### src/rtl/seq_multiplier.sv
// rtl/seq_multiplier.sv - shift-and-add unsigned multiplier, valid/ready both sides, WIDTH-cycle latency
// Define SEQ_MULT_OVF_EN to add the ovf output (product does not fit in WIDTH bits).
module seq_multiplier #(
  parameter int WIDTH = 4
) (
  input  logic               clk,
  input  logic               rst_n,
  input  logic               in_valid,
  output logic               in_ready,
  input  logic [WIDTH-1:0]   a,
  input  logic [WIDTH-1:0]   b,
  output logic               out_valid,
  input  logic               out_ready,
`ifdef SEQ_MULT_OVF_EN
  output logic [2*WIDTH-1:0] product,
  output logic               ovf
`else
  output logic [2*WIDTH-1:0] product
`endif
);

  localparam int PW = 2 * WIDTH;
  localparam int CW = $clog2(WIDTH) + 1;
  localparam logic [CW-1:0] LAST_CNT = CW'(WIDTH - 1);

  typedef enum logic [1:0] {
    S_IDLE = 2'd0,
    S_RUN  = 2'd1,
    S_DONE = 2'd2
  } state_t;

  state_t           r_state;
  logic [PW-1:0]    r_acc;
  logic [PW-1:0]    r_mcand;
  logic [WIDTH-1:0] r_mplier;
  logic [CW-1:0]    r_cnt;
  logic [PW-1:0]    r_product;
  logic             r_in_ready;
  logic             r_out_valid;

  logic [PW-1:0]    w_addend;
  logic [PW-1:0]    w_acc_next;
  logic             w_accept;
  logic             w_last_step;

  assign w_addend    = r_mplier[0] ? r_mcand : '0;
  assign w_acc_next  = r_acc + w_addend;
  assign w_accept    = (r_state == S_IDLE) && in_valid && r_in_ready;
  assign w_last_step = (r_state == S_RUN) && (r_cnt == LAST_CNT);

  always_ff @(posedge clk or negedge rst_n) begin
    if (!rst_n) begin
      r_state     <= S_IDLE;
      r_acc       <= '0;
      r_mcand     <= '0;
      r_mplier    <= '0;
      r_cnt       <= '0;
      r_product   <= '0;
      r_in_ready  <= 1'b1;
      r_out_valid <= 1'b0;
    end else begin
      case (r_state)
        S_IDLE: begin
          if (w_accept) begin
            r_mcand    <= {{WIDTH{1'b0}}, a};
            r_mplier   <= b;
            r_acc      <= '0;
            r_cnt      <= '0;
            r_in_ready <= 1'b0;
            r_state    <= S_RUN;
          end
        end
        S_RUN: begin
          // Fixed WIDTH steps: zero operands still walk the full count.
          r_acc    <= w_acc_next;
          r_mcand  <= r_mcand << 1;
          r_mplier <= r_mplier >> 1;
          r_cnt    <= r_cnt + 1'b1;
          if (w_last_step) begin
            r_product   <= w_acc_next;
            r_out_valid <= 1'b1;
            r_state     <= S_DONE;
          end
        end
        S_DONE: begin
          if (r_out_valid && out_ready) begin
            r_out_valid <= 1'b0;
            r_in_ready  <= 1'b1;
            r_state     <= S_IDLE;
          end
        end
        default: begin
          r_state     <= S_IDLE;
          r_in_ready  <= 1'b1;
          r_out_valid <= 1'b0;
        end
      endcase
    end
  end

  assign in_ready  = r_in_ready;
  assign out_valid = r_out_valid;
  assign product   = r_product;

`ifdef SEQ_MULT_OVF_EN
  logic r_ovf;

  always_ff @(posedge clk or negedge rst_n) begin
    if (!rst_n) begin
      r_ovf <= 1'b0;
    end else if (w_last_step) begin
      r_ovf <= |w_acc_next[PW-1:WIDTH];
    end
  end

  assign ovf = r_ovf;
`endif

endmodule
### config.mk
export PLATFORM = sky130hd
export DESIGN_NAME = seq_multiplier
export DESIGN_NICKNAME = d
export VERILOG_FILES = /design/src/rtl/seq_multiplier.sv
export SDC_FILE = /design/constraint.sdc
export NUM_CORES = 1
export LEC_CHECK = 0
export CAP_MARGIN = 20
export CORE_MARGIN = 2
export CORE_UTILIZATION = 35
export DETAILED_ROUTE_END_ITERATION = 8
export GPL_TIMING_DRIVEN = 0
export HOLD_SLACK_MARGIN = 0.03
export PLACE_DENSITY = 0.51
export RECOVER_POWER = 50
export SLEW_MARGIN = 20
export SYNTH_ARGS = -nofsm -noshare
export SYNTH_HDL_FRONTEND = slang
export SYNTH_SLANG_ARGS = --single-unit
### constraint.sdc
create_clock -name clk -period 2.4 [get_ports clk]
set_input_delay 0.48 -clock clk [delete_from_list [all_inputs] [get_ports clk]]
set_output_delay 0.48 -clock clk [all_outputs]
set_load 0.05 [all_outputs]
==> results.md <==
- Initial antenna violation count: 0
- Kind of cell adding the most delay to the critical path: compound AO/OA/AOI/OAI gates
- Total iterations of the first detailed-routing run: 4
- Cells after synthesis: 184
- CTS Hold Bufs: 0
- Async S/R FF share, synth: 1.00
- Crit path required time: 2.59 ns
- Root buffer cell: clkbuf_8
- CP max FO: 10
- Synthesis-to-finish area growth: 21.8%
- Buf/Inv on CP: 1
- Crit-path cells: and2_1 > ha_1 > inv_1 > fa_1 > nor2b_1 > o31a_1 > o21a_1 > o21a_1 > o31ai_1
- Overall Global Routing Usage: 0.150
- Fmax: 464 MHz
- Setup tns final: 0 ns
- Fin. Hold Viols: 0
- Yosys Warn Count: 0
- Final Skew: 0.00693 ns
- Fill count: 509
- Die Wd: 75.6 um
- Crit share post-route: 0.897
- Cell area after synthesis: 1790 sq um
- Sequential area share after synthesis: 0.489
- Layout cells sized above 1: 0.0751
- RSZ-0062 raised after global routing: false
- Levels on crit path: 9
- Peak VDD IR: 0.526 mV
- CP dominant cell by count: o21a_1
- Reg-to-Reg End: product[6]$_DFFE_PN0P_
- # rows: 26
- CP max-delay cell: dfrtp_2
- CTS max path bufs: 2
- Worst hold margin: 0.173 ns
- # setup viols final: 0
- Critical R2R Launch: r_mplier[0]$_DFFE_PN0P_
- Num CTS Buffers: 5
- Clk sink count: 35
- Antenna-violating nets left: 0
- Crit path DAT: 2.35 ns
- Top_reg_cell synth: dfrtp_1
- Drc violations: 0
- Vias: 1364
- R2R Setup Slk: 0.25 ns
- Critical path type: flip-flop to flip-flop
- CTS tree: done
- I/O pins: 22
- Slowest stage delay, CP: 0.47 ns
- Post-cts resize count: 0
- Status: complete, no violations
- Synth unique cells: 36
- Worst-skew pair later-pin latency: 0.29 ns
- Grt ovf: 0
- EDFF count, synth: 0
- Post-detail-place hpwl: 2840 um
- Clock transition at path regs: 0.07 ns
- Vias in the first global route: 1398
- Critical path startpoint: r_mplier[0]$_DFFE_PN0P_
- Starting density of the core: 0.358
- Post-CTS Repair Setup Buffers: 0
- Leak: 0.991 nW
- Post-Syn Nets: 206
- I/O Buffers: 21
- Yosys reg bits: 35
- Floorplan core area: 5010 sq um
- Nets: 234
- First DRT Iteration DRCs: 50
- PD cells: 1040 nW/um^2
- CTS H-tree depth: 2
- Post-layout min period: 2.15 ns
- Hold crit path type: input pin to asynchronous set/reset pin
- Die Ht: 75.6 um
- Drt via density: 4.82
- Final WL: 3710 um
- Slew @ Worst Pin: 1.31 ns
- Worst-case reg-to-reg path depth: 9
- Largest net degree at the start of global routing: 25
- First-pass GRT wire length: 6220 um
- Max_cap viols: 0
- Syn avg cell area: 9.74 sq um
- Global placement routability congestion: 0.725
- Slew margin rel.: 0.129
- Antenna cells: 0
- Post-Route Utilization: 0.436
- Slew Limit Fails: 0
- Startpoint types: flip-flop
- Avg WL per Cell: 13.1 um
- Critical Path End Type: flip-flop
- Area of the die: 5710 sq um
## per-layer routing
layer  global-route usage  vias to the layer above  wire (um)
met1                0.180                      644       1710
met5                    0                        -          0
met4               0.0702                        0         67
met2                0.255                       21       1810
li1                     -                      692          -
met3               0.0331                        7        130
## worst max-delay path by stage
stage / endpoint
3_3_place_gp: r_acc[6]$_DFFE_PN0P_
5_1_grt: r_mplier[0]$_DFFE_PN0P_
4_1_cts: product[6]$_DFFE_PN0P_
2_1_floorplan: product[6]$_DFFE_PN0P_
6_report: product[6]$_DFFE_PN0P_
3_5_place_dp: r_acc[6]$_DFFE_PN0P_
## state kept, by name, summed over array words and instances (netlist names)
register and count:
in_ready 1, r_state 2, product 8, r_mplier 4, r_mcand 8, out_valid 1
r_cnt 3, r_acc 8
## cell type report
| class | count | area, sq um | area share |
|---|---|---|---|
| buffer | 8 | 33.8 | 0.0155 |
| multi-input combinational | 135 | 858 | 0.393 |
| clock buffer | 8 | 100 | 0.0458 |
| inverter | 5 | 18.8 | 0.00859 |
| timing repair buffer | 22 | 208 | 0.0951 |
| sequential | 35 | 878 | 0.402 |
| tap | 70 | 87.6 | 0.0401 |
## logic make-up after synthesis
kind of cell,synth area share
muxes,0.0572
and+or+nand+nor,0.144
AOI/OAI and AO/OA,0.184
DFF,0.489
adders and majority gates,0.0740
xor gates and xnor gates,0.0195
buffers and inverters,0.0321
## report_power, final
part,internal [mW],total [mW],switching [mW]
Clock,0.262,0.470,0.208
Sequential,0.796,0.944,0.148
Combinational,0.315,0.866,0.551
## synth_stat cells, drive strengths merged (4+ instances only)
| cell type | instances | area [sq um] |
|---|---|---|
| nor2 | 6 | 22.5 |
| a21oi | 6 | 30.0 |
| nand2 | 38 | 143 |
| inv | 5 | 18.8 |
| o21a | 4 | 30.0 |
| and2 | 7 | 43.8 |
| dfrtp | 34 | 851 |
| o21ai | 25 | 125 |
| ha | 9 | 113 |
| buf | 4 | 20.0 |
| clkbuf | 5 | 18.8 |
| mux2i | 8 | 80.1 |
## placed cells by master, fill, tap and decap left out, types with 5 or more instances in the layout
master,instances
clkbuf_1,8
a21oi_1,6
ha_1,9
and2_1,7
inv_1,5
clkdlybuf4s50_1,19
dfrtp_1,33
nor2_1,6
o21ai_0,23
mux2i_1,8
nand2_1,38
clkbuf_8,7
## through the flow
step           worst slack, ns  instance area (sq um)  power [mW]  cells
3_3_place_gp            0.0780                   2090        1.80    275
3_5_place_dp            0.0546                   2110        1.84    276
5_1_grt                 0.0651                   2180        2.45    283
4_1_cts                 0.0342                   2210        2.31    284
2_1_floorplan            0.382                   1790        1.53    184
6_report                 0.246                   2180        2.28    283
Note: power is estimated with default switching activity, not from simulation.
==> edit 1: new RTL, config.mk and constraints unchanged <==
Encoding of `state_t`: now one-hot (3 bits for 3 states).
--- a/src/rtl/seq_multiplier.sv
+++ b/src/rtl/seq_multiplier.sv
@@ -25,6 +25,6 @@
 
-  typedef enum logic [1:0] {
-    S_IDLE = 2'd0,
-    S_RUN  = 2'd1,
-    S_DONE = 2'd2
+  typedef enum logic [2:0] {
+    S_IDLE = 3'b001,
+    S_RUN  = 3'b010,
+    S_DONE = 3'b100
   } state_t;
Function: same outputs for any inputs over 10 cycles, from zero or initial values and one cycle with rst_n low; not proved beyond that.
==> edit 1 against the original RTL <==
Critical endpoint is now product[7]. Largest power group unchanged. Area after synthesis up 7.2%. Critical path depth is 1 lower. Worst setup slack worse by 0.019 ns. Total power shrank 6.0%. Count of clock-buffer cells in the layout did not move. Wire length grew 7.4%. Design area rose by 5.6%. Sequential cell count up 1. Critical path type unchanged. Largest cell class is now multi-input combinational cells.
==> edit 1: results (changes against the original RTL) <==
Crit Path Max Fanout 9 (-1); Iter 0 DRT Violations 47 (-6.0%); synth unique cells 42 (+17%); Met2 Routed Length 1.85 mm (+2.3%); clock-cell share of area 3.90% (-0.68 points); Slew HR 32.1% (+19 points); # nets final 237 (+1.3%); multi-input gates 137 (+1.5%); gr usage total 14.5% (-0.50 points); mux share of post-synthesis cell area 6.90% (+1.2 points); #FFs+latches synth 36 (+2.9%); GRT met1 Usage 19.1% (+1.1 points); FF-to-FF path depth 8 (-1); Clock Skews 0.00801 ns (+0.00109 ns); Multi-input gate area 953 um2 (+11%); LEAKAGE 0.000998 uW (+0.69%); Seq/total area 39.2% (-1.0 points); Adder-Cell Fraction of Synth Area 6.90% (-0.50 points); Fin Hold WS 0.347 ns (+0.173 ns); grt met3 use 3.45% (+0.14 points); global-route wire length before repair 6.89 mm (+11%); critical path's top delay family flip-flops; largest net degree at the start of global routing 20 (-20%); outcome finished clean; Synth Area in XOR/XNOR 3.45% (+1.5 points); Non-clk invs 6 (+1)
-- edit 1: cell count changes in the layout (fill, tap and decap cells not counted), sizes merged, moves of 3 or more --
| cell | before | now |
|---|---|---|
| a22o | 0 | 6 |
| clkbuf | 15 | 12 |
| mux2i | 8 | 11 |
| nand2 | 38 | 24 |
| nor2 | 6 | 11 |
| o21a | 4 | 1 |
-- edit 1: worst reg2reg max path, stage by stage, from the launching register on --
cell and delay (ns):
dfrtp_2 0.48, nand2_1 0.14, inv_1 0.06, ha_1 0.30
a211oi_2 0.26, o211ai_1 0.14, nand2_1 0.19, xnor3_1 0.24
mux2_2 0.26
-- edit 1: how the worst max path moves through the flow --
stage	endpoint	cells past startpoint	slack [ns]	start
floorplan	product[7]	8	0.49	r_mplier[0]
global placement	r_mcand[0]	1	-0.01	rst_n
detailed placement	r_acc[6]	9	0.18	r_mplier[0]
CTS	r_acc[6]	9	0.16	r_mplier[0]
global route	r_acc[6]	9	0.05	r_mplier[0]
finish	product[7]	8	0.23	r_mplier[0]
-- edit 1: power by group --
part | total [uW] | leakage (uW) | switching (uW) | internal (uW)
registers | 913 | 0.000475 | 138 | 775
clock network | 440 | 0.0000455 | 206 | 234
logic | 790 | 0.000478 | 453 | 337
-- edit 1: per-stage QoR --
stage / TNS, ns / setup WS, ns / utilization [%] / total power, uW / std cells
after global placement: -0.437 / -0.0142 / 42.6 / 1690 / 277
after floorplan: 0 / 0.494 / - / 1490 / 186
after CTS: 0 / 0.160 / 44.8 / 2180 / 286
final: 0 / 0.227 / 44.3 / 2140 / 286
after global routing: 0 / 0.0503 / 44.3 / 2300 / 286
after detailed placement: 0 / 0.181 / 43.1 / 1730 / 278
==> edit 2: new RTL, same flow settings <==
Made on the original files. Build with the macro `SEQ_MULT_OVF_EN` defined.
--- a/src/rtl/seq_multiplier.sv
+++ b/src/rtl/seq_multiplier.sv
@@ -2,2 +2,4 @@
 // Define SEQ_MULT_OVF_EN to add the ovf output (product does not fit in WIDTH bits).
+`define SEQ_MULT_OVF_EN
+
 module seq_multiplier #(
Formal check against the unedited RTL (old outputs only; new: ovf): equivalent (Yosys induction, for registers that start in step).
==> edit 2 against the original RTL <==
Total power is 13% higher. First-iteration DRC count shrank 14%. Clock power up 11%. Sequential cell count is 1 higher. Design area up 3.1%. Maximum frequency fell by 3.5%. Worst setup slack got worse by 0.077 ns. Wire length barely moved. Final cell count stayed put. Core utilization is 0.80 points higher. Critical path depth stayed put. Area after synthesis rose by 2.3%. Largest power group is now combinational cells. Highest routed layer unchanged.
==> edit 2: results (changes against the original RTL) <==
Placer Congestion 0.807 (+11%); Crit Path Max Fanout 9 (-1); Net Sw Power 1040 uW (+14%); GRT met1 Usage 17.5% (-0.42 points); DR WL/cell 13.1 um (about the same); Seq/Total Area, Yosys 49.2% (+0.26 points); most instantiated cells after synthesis 38 x nand2_1, 35 x dfrtp_1, 22 x o21ai_0; capturing point of the worst reg2reg path ovf; largest net degree at the start of global routing 28 (+12%); outcome finished clean; total routed wirelength 3.71 mm (about the same); global-route wire length before repair 6.19 mm (-0.43%); LEAKAGE 0.000981 uW (-1.0%); Clock Skews 0.0112 ns (+0.00425 ns); #FFs+latches synth 36 (+2.9%); via count 1384 (+1.5%); Fin Hold WS 0.145 ns (-0.0288 ns); Slew HR 54.8% (+42 points); Port Buffers 22 (+4.8%); Syn Nets 204 (-0.97%); Seq/total area 40.1% (-0.12 points); register-to-register setup slack 0.17 ns (-0.08 ns); multi-input combinational area share 38.1% (-1.1 points); share of cells above drive strength 1 10.8% (+3.3 points); Filler cells 532 (+4.5%); cell total after placement 275 (-0.36%)
[edit 2: worst max path at each step]
stage / from / to / slack [ns] / cells past startpoint
after CTS: r_mplier[0] / ovf / 0.01 / 9
after detailed placement: r_mplier[0] / ovf / 0.02 / 9
after global placement: rst_n / r_mcand[0] / 0.05 / 1
after global routing: r_mplier[0] / ovf / 0.05 / 9
after floorplan: r_mplier[0] / ovf / 0.37 / 9
final: r_mplier[0] / ovf / 0.17 / 9
[edit 2: per-stage QoR]
stage          utilization (%)  area, um2
6_report                  44.4       2250
5_1_grt                   44.4       2250
4_1_cts                   44.6       2260
3_5_place_dp              42.5       2160
3_3_place_gp              42.2       2140
2_1_floorplan                -       1830
[edit 2: critical path, cell delays in order (launching register included)]
cell and delay (ns):
dfrtp_2 0.43, and2_1 0.15, ha_1 0.22, inv_1 0.07
fa_1 0.43, nor2b_4 0.14, o31a_1 0.20, a21o_1 0.15
nor3b_1 0.19, a31oi_1 0.11
[edit 2: cell families (layout without fill, tap and decap cells)]
group,count (synthesis),in the layout,share of synthesized area [%]
AND/OR/NAND/NOR,58,58,16.3
AO/OA/AOI/OAI,50,50,16.0
flip-flops,36,36,49.2
buffers and inverters,13,44,3.34
adder cells (fa/ha/maj),10,10,7.23
multiplexers,10,10,5.59
XOR/XNOR,5,5,2.39
[edit 2: timing repair]
item,4_1_cts,5_1_grt
resized for setup,0,2
setup endpoints to repair,0,3
buffers inserted,0,0
hold buffers,0,0
[edit 2: layer usage]
| metal | routed length [um] | up-vias | part of all wire (%) |
|---|---|---|---|
| met5 | 0 | - | 0 |
| met3 | 143 | 6 | 3.9 |
| met2 | 1750 | 23 | 47 |
| met4 | 58 | 0 | 1.6 |
| li1 | - | 683 | - |
| met1 | 1760 | 672 | 47 |
